### src/rtl/ub_pkg.sv
// ub_pkg: shared state encoding and grant level constants for the Unibus arbiter
package ub_pkg;
   typedef enum logic [1:0] {
      S_IDLE   = 2'd0,
      S_GRANT  = 2'd1,
      S_SACKED = 2'd2,
      S_MASTER = 2'd3
   } state_t;
   localparam logic [2:0] LVL_NPR = 3'd0;
   localparam logic [2:0] LVL_BR4 = 3'd4;
   localparam logic [2:0] LVL_BR5 = 3'd5;
   localparam logic [2:0] LVL_BR6 = 3'd6;
   localparam logic [2:0] LVL_BR7 = 3'd7;
endpackage

### src/rtl/ub_prio_enc.sv
// ub_prio_enc: fixed-priority encoder NPR > BR7..BR4, masking BRs at or below the CPU priority
module ub_prio_enc
   import ub_pkg::*;
(
   input  logic       npr,
   input  logic [3:0] br,
   input  logic [2:0] ps_pri,
   output logic       win,
   output logic       br_elig,
   output logic [2:0] lvl
);
   logic [3:0] elig;
   logic [2:0] br_lvl;
   // mask each BR by the CPU priority, then pick the highest survivor; NPR overrides all
   always_comb begin
      for (int i = 0; i < 4; i++) elig[i] = br[i] && ((LVL_BR4 + 3'(i)) > ps_pri);
      br_lvl  = elig[3] ? LVL_BR7 : elig[2] ? LVL_BR6 : elig[1] ? LVL_BR5 : LVL_BR4;
      br_elig = |elig;
      win     = npr | br_elig;
      lvl     = npr ? LVL_NPR : br_lvl;
   end
endmodule

### src/rtl/unibus_arb.sv
// unibus_arb: Unibus NPR/BR grant arbiter with SACK handshake and grant timeout
module unibus_arb
   import ub_pkg::*;
#(
   parameter int unsigned TMO = 15
) (
   input  logic       clk,
   input  logic       reset_n,
   input  logic       npr,
   input  logic [3:0] br,
   input  logic [2:0] ps_pri,
   input  logic       cpu_bound,
   input  logic       sack,
   input  logic       bbsy,
   output logic       npg,
   output logic [3:0] bg,
   output logic       brq,
   output logic       cpu_hold,
   output logic [2:0] grant_lvl,
   output logic       tmo_err
);
   state_t     state_q, state_d;
   logic [2:0] lvl_q, lvl_d, enc_lvl;
   logic [7:0] cnt_q, cnt_d;
   logic       npg_q, npg_d, brq_q, brq_d, tmo_q, tmo_d;
   logic [3:0] bg_q, bg_d;
   logic       win, br_elig, held, stay;

   ub_prio_enc u_enc (
      .npr     (npr),
      .br      (br),
      .ps_pri  (ps_pri),
      .win     (win),
      .br_elig (br_elig),
      .lvl     (enc_lvl)
   );

   // the request that won the grant, used to detect passive release
   assign held = (lvl_q == LVL_NPR) ? npr : br[lvl_q[1:0]];

   // next state, grant level, timeout counter and registered grant lines
   always_comb begin
      state_d = state_q;
      lvl_d   = lvl_q;
      cnt_d   = cnt_q;
      tmo_d   = 1'b0;
      case (state_q)
         S_IDLE: if (win && (npr || cpu_bound) && !sack && !bbsy) begin
            state_d = S_GRANT;
            lvl_d   = enc_lvl;
            cnt_d   = 8'd0;
         end
         S_GRANT: begin
            cnt_d = cnt_q + 8'd1;
            if (sack) state_d = S_SACKED;
            else if (!held) state_d = S_IDLE;
            else if (cnt_q == 8'(TMO)) begin
               state_d = S_IDLE;
               tmo_d   = 1'b1;
            end
         end
         S_SACKED: if (bbsy && !sack) state_d = S_MASTER;
         default:  if (!bbsy) state_d = S_IDLE;
      endcase
      stay  = (state_q == S_GRANT) && (state_d == S_GRANT);
      npg_d = stay && (lvl_q == LVL_NPR);
      bg_d  = (stay && (lvl_q != LVL_NPR)) ? (4'b0001 << lvl_q[1:0]) : 4'b0000;
      brq_d = br_elig;
   end

   // state and output registers, cleared asynchronously by reset
   always_ff @(posedge clk or negedge reset_n) begin
      if (!reset_n) begin
         state_q <= S_IDLE;
         lvl_q   <= LVL_NPR;
         cnt_q   <= 8'd0;
         npg_q   <= 1'b0;
         bg_q    <= 4'b0000;
         brq_q   <= 1'b0;
         tmo_q   <= 1'b0;
      end else begin
         state_q <= state_d;
         lvl_q   <= lvl_d;
         cnt_q   <= cnt_d;
         npg_q   <= npg_d;
         bg_q    <= bg_d;
         brq_q   <= brq_d;
         tmo_q   <= tmo_d;
      end
   end

   assign npg       = npg_q;
   assign bg        = bg_q;
   assign brq       = brq_q;
   assign tmo_err   = tmo_q;
   assign grant_lvl = lvl_q;
   assign cpu_hold  = (state_q == S_SACKED) || (state_q == S_MASTER) ||
                      ((state_q == S_GRANT) && (lvl_q == LVL_NPR));
endmodule
### config.mk
export PLATFORM = sky130hd
export DESIGN_NAME = unibus_arb
export DESIGN_NICKNAME = d
export VERILOG_FILES = /design/src/rtl/ub_pkg.sv /design/src/rtl/ub_prio_enc.sv /design/src/rtl/unibus_arb.sv
export SDC_FILE = /design/constraint.sdc
export NUM_CORES = 1
export LEC_CHECK = 0
export BUFFER_PORTS_ARGS = -buffer_cell sky130_fd_sc_hd__buf_2
export CORE_MARGIN = 3
export CORE_UTILIZATION = 31
export CTS_CLUSTER_DIAMETER = 50
export DETAILED_ROUTE_END_ITERATION = 10
export PLACE_DENSITY = 0.49
export SYNTH_ARGS = -nofsm -noshare
export SYNTH_HDL_FRONTEND = slang
export SYNTH_SLANG_ARGS = --single-unit
### constraint.sdc
create_clock -name clk -period 4.3 [get_ports clk]
set_input_delay 1.075 -clock clk [delete_from_list [all_inputs] [get_ports clk]]
set_output_delay 1.075 -clock clk [all_outputs]
set_load 0.02 [all_outputs]
== Word-level counts from Yosys, hierarchy flattened ==
Index checks and enable logic that the tools add are counted.

* Mux-type cells: 21
* Equality and inequality tests: 6
* Div/mod/pow operators: 0
* Bitwise operators: 1
* $add $sub $neg: 1
* Magnitude comparators: 5
* $mul: 0
* Reductions and logical operators: 24
* Shift operators: 1

{| class="wikitable"
|+ Operator list
! kind !! count
|-
| one-hot mux 8 bit (2 select lines) || 1
|-
| greater-than comparator 3 bit (first input constant) || 4
|-
| logical AND 1 bit || 12
|-
| two-way mux 2 bit || 6
|-
| two-way mux 3 bit || 3
|-
| adder 8 x 1 -> 8 bit (second input constant) || 1
|-
| equality test 8 x 4 -> 1 bit (second input constant) || 1
|-
| two-way mux 8 bit || 1
|-
| two-way mux 1 bit || 7
|-
| one-hot mux 2 bit (3 select lines) || 1
|-
| equality test 2 x 1 -> 1 bit (second input constant) || 2
|-
| equality test 2 bit (second input constant) || 2
|-
| two-way mux 4 bit || 1
|-
| AND reduction 2 bit || 2
|-
| OR reduction 4 bit || 1
|-
| left shift 1 x 2 -> 4 bit (first input constant) || 1
|-
| logical NOT 3 bit || 1
|-
| logical OR 1 bit || 3
|-
| less-than comparator 2 x 3 -> 1 bit (second input constant) || 1
|-
| nonzero test 3 bit || 1
|-
| binary-select mux 1 bit (select 2 bit) || 1
|-
| logical NOT 1 bit || 2
|-
| logical NOT 2 bit || 1
|-
| inequality test 2 bit (second input constant) || 1
|-
| other kinds (2) || 2
|}

* Memory bits (read-only): 0
* Logic and storage cells: 66
* Memories: 0
* Bits of input ports: 13
* Bits in latches: 0
* Register bits after elaboration: 20
* RAM bits: 0

== Longest topological paths before layout ==
* Word-level depth: 13
* Mapped depth: 6
* Gate-level depth less buffers: 5

== Modules after synthesis ==
A second synthesis with hierarchy kept.

* Cells, all modules: 102
* Area, all modules: 994.7 um^2

{| class="wikitable"
|+ Modules (own cells, without submodules)
! module !! cells each !! area an instance (um^2) !! instances
|-
| unibus_arb || 87 || 903.4 || 1
|-
| ub_prio_enc || 15 || 91.3 || 1
|}

== Worst setup path after synthesis ==
No wires, ideal clock.

* Path kind: in2reg
* Start: input bbsy
* End: register lvl_q[0], in the netlist grant_lvl[0]
* Stages on the path: 4
* Required time: 4.158 ns
* Library setup time: 0.142 ns
* Data arrival time: 2.025 ns
* Path buffers: 1
* Path slack: 2.133 ns
* Cells stage by stage: or4_1 buf_2 a21oi_4 o22ai_1

* Word-level cells in the longest chain between the ends: 3

{| class="wikitable"
|+ RTL lines
! element !! line !! text
|-
| start: declaration || unibus_arb.sv:14 || <nowiki>input logic bbsy,</nowiki>
|-
| logical NOT 1 bit || n/a ||
|-
| logical AND 1 bit || unibus_arb.sv:48 || <nowiki>S_IDLE: if (win && (npr || cpu_bound) && !sack && !bbsy) begin</nowiki>
|-
| AND reduction 2 bit (no line) || n/a ||
|-
| end signal: assignment || unibus_arb.sv:83 || <nowiki>lvl_q <= lvl_d;</nowiki>
|-
| end: declaration || unibus_arb.sv:23 || <nowiki>logic [2:0] lvl_q, lvl_d, enc_lvl;</nowiki>
|}

Every way passes these cells.
A chain may end at the register's enable or synchronous reset.

== Worst setup path in the final report ==
* Start: register lvl_q[1], in the netlist grant_lvl[1]
* End: output cpu_hold

* Word-level cells in the longest chain between the ends: 3

{| class="wikitable"
|+ RTL lines
! element !! line !! text
|-
| logical NOT 3 bit || unibus_arb.sv:98 || <nowiki>((state_q == S_GRANT) && (lvl_q == LVL_NPR));</nowiki>
|-
| logical AND 1 bit || unibus_arb.sv:98 ||
|-
| logical OR 1 bit || unibus_arb.sv:97 || <nowiki>assign cpu_hold = (state_q == S_SACKED) || (state_q == S_MASTER) ||</nowiki>
|-
| end: declaration || unibus_arb.sv:18 || <nowiki>output logic cpu_hold,</nowiki>
|}

Every way passes these cells.

==> impl_metrics.env <==
export IMPL_maxCapViolations=0
export IMPL_synth_edf_count=0
export IMPL_period_needed_ns=2.44
export IMPL_synthCells=101
export IMPL_max_stage_delay_ns=0.47
export IMPL_post_cts_buffers=0
export IMPL_synth_top_area_frac=0.488
export IMPL_netSwitchingFraction=0.379
export IMPL_end_kind="primary output"
export IMPL_r2r_slack_ns=2.57
export IMPL_utilization=0.390
export IMPL_pwr_share_clk=0.179
export IMPL_final_cells=169
export IMPL_antennaDiodeCount=0
export IMPL_slew_violations=0
export IMPL_grt_pass1_wl_mm=3.79
export IMPL_p_leak_nw=0.572
export IMPL_die_area_sq_mm=0.00404
export IMPL_rsz0062_at_grt="false"
export IMPL_fin_total_pwr_w=0.000607
export IMPL_via_count=793
export IMPL_cts_tree="done"
export IMPL_path_buf_inv=1
export IMPL_finalSetupTns_ns=0
export IMPL_cts_root_buf="clkbuf_4"
export IMPL_async_reset_ff_frac=1.00
export IMPL_yosys_area_top_type="dfrtp_1"
export IMPL_drt_first_pass_iters=4
export IMPL_cts_made_buffers=3
export IMPL_grt_pass1_vias=810
export IMPL_final_common_cell="buf_2"
export IMPL_worstMarginPinSlew_ns=0.514
export IMPL_wire_per_inst_microns=12.3
export IMPL_place_gp_congestion=0.738
export IMPL_crit_family="flip-flops"
export IMPL_drc=0
export IMPL_fmax_mhz=409
export IMPL_period_share=0.568
export IMPL_hold_class="reg -> reg"
export IMPL_clkSlewWorstSetupHoldPaths_ns=0.11
export IMPL_synth_area_sq_mm=0.00103
export IMPL_synth_nets=115
export IMPL_vias_per_cell=4.69
export IMPL_finClkSkew_ns=0.000796
export IMPL_nets=140
export IMPL_final_cell_mix="23 x buf_2, 20 x dfrtp_1, 13 x nor2_1, 7 x nand2_1"
export IMPL_track_usage=0.119
export IMPL_crit_fanout=7
export IMPL_power_share_sequential=0.502
export IMPL_first_iter_violations=24
export IMPL_syn_avg_cell_area_sq_um=10.2
export IMPL_hpwl_mm=1.67
export IMPL_grt_antenna_before_repair=0
export IMPL_io_buffers=23
export IMPL_area_growth_pct=18.0
export IMPL_powerDensity_mw_per_mm2=501
export IMPL_grt_overflow=0
export IMPL_setup_viol=0
export IMPL_hold_buffers=0
export IMPL_dp_cells=165
export IMPL_synth_distinct_cells=38
export IMPL_row_count=20
export IMPL_p_switching_w=0.000230
export IMPL_ys_ff_latch=20
export IMPL_antenna_left=0
export IMPL_cts_resized=0
export IMPL_synth_warnings=0
export IMPL_hold_violations=0
export IMPL_cts_buffer_depth=2
export IMPL_fp_dieH_microns=63.5
export IMPL_start_util=0.331
export IMPL_intPower_w=0.000377
export IMPL_core_area_sq_mm=0.00310
export IMPL_die_w_microns=63.5
export IMPL_status="completed"
export IMPL_setup_ws_ns=1.86
export IMPL_critPathKind="reg -> out"
export IMPL_clkSinkCount=20
export IMPL_critPathArrivalTime_ns=1.37
export IMPL_yosys_most_used_dff="dfrtp_1"
export IMPL_worst_setup_path_start_kind="flip-flop"
export IMPL_grt_max_degree=21
export IMPL_ir_worst_vdd_v=0.000181
export IMPL_post_place_ws_ns=1.87
export IMPL_synth_area_leaders="dfrtp_1 49%, nor2_1 4.8%, xor2_1 3.4%, mux2i_1 2.9%, o41ai_4 2.7%"
export IMPL_slew_headroom=0.657
export IMPL_drive_above_1_share=0.280
export IMPL_path_cells="nor3_1 > a21o_1 > buf_2"
export IMPL_comb_power_share=0.319
export IMPL_htree_num_levels=1
export IMPL_slowest_stage="dfrtp_1"
export IMPL_synth_yosys_seq_area_share=0.488
export IMPL_wl_mm=2.09
export IMPL_clkLatencyLatePin_ns=0.29
export IMPL_io_pins=24
export IMPL_crit_required_ns=3.22
state kept, by name (all words and copies together), names as in the netlist:
register / flops
cnt_q: 8
bg: 4
grant_lvl: 3
state_q: 2
brq: 1
npg: 1
tmo_err: 1
power by group through the flow:
stage / logic, W / clock network (W) / registers (W)
after global placement: 0.000195 / 0 / 0.000308
after floorplan: 0.000153 / 0 / 0.000299
after global routing: 0.000225 / 0.000125 / 0.000317
after CTS: 0.000198 / 0.000115 / 0.000304
after detailed placement: 0.000197 / 0 / 0.000309
final: 0.000194 / 0.000108 / 0.000305
logic make-up (layout without fill, tap and decap cells):
group / after synthesis / in the layout / share of synthesized area
AO/OA/AOI/OAI: 17 / 17 / 0.139
buffers and inverters: 8 / 32 / 0.0390
flip-flops: 20 / 20 / 0.488
multiplexers: 3 / 3 / 0.0293
XOR/XNOR: 6 / 6 / 0.0512
AND/OR/NAND/NOR: 46 / 46 / 0.241
adder cells (fa/ha/maj): 1 / 1 / 0.0122
metal layers:
metal  GRT usage  up-vias  wire length (microns)
met2       0.176       15                    967
li1            -      401                      -
met4      0.0485        0                     11
met1       0.166      375                   1030
met3      0.0285        2                     80
met5           0        -                      0
cells in the mapped netlist (3+ instances only):
cell type	count
a21oi_1	3
dfrtp_1	20
inv_1	5
mux2i_1	3
nand2_1	7
nor2_1	13
nor2b_1	3
nor3_1	5
xor2_1	4
area by class of cell:
cell class              count  area, sq um
multi-input cells          73          485
flip-flops and latches     20          500
fillers                   341         1890
repair buffers             23          115
clock buffers               4         36.3
well taps                  44         55.1
inverters                   5         18.8
stage by stage:
stage	area (sq um)	hold WS, ns
floorplan	1030	0.497
finish	1210	0.557
global placement	1170	0.527
CTS	1210	0.565
detailed placement	1170	0.547
global route	1210	0.598
tightest hold or removal path, cell delays in order (launching register included):
cell and delay [ns]:
dfrtp_1 0.42, nand2_1 0.07, o21ai_1 0.05
worst paths after layout:
path / to / from / depth (start not counted)
max: cpu_hold / grant_lvl[1]$_DFFE_PN0P_ / 3
min: cnt_q[0]$_DFFE_PN0P_ / cnt_q[0]$_DFFE_PN0P_ / 2
max reg2reg: state_q[0]$_DFF_PN0_ / cnt_q[0]$_DFFE_PN0P_ / 5
min reg2reg: cnt_q[0]$_DFFE_PN0P_ / cnt_q[0]$_DFFE_PN0P_ / 2
max in group asynchronous: tmo_err$_DFF_PN0_ / reset_n / 1
min in group asynchronous: bg[3]$_DFF_PN0_ / reset_n / 1
No activity file was read; power rests on OpenSTA's default activity.
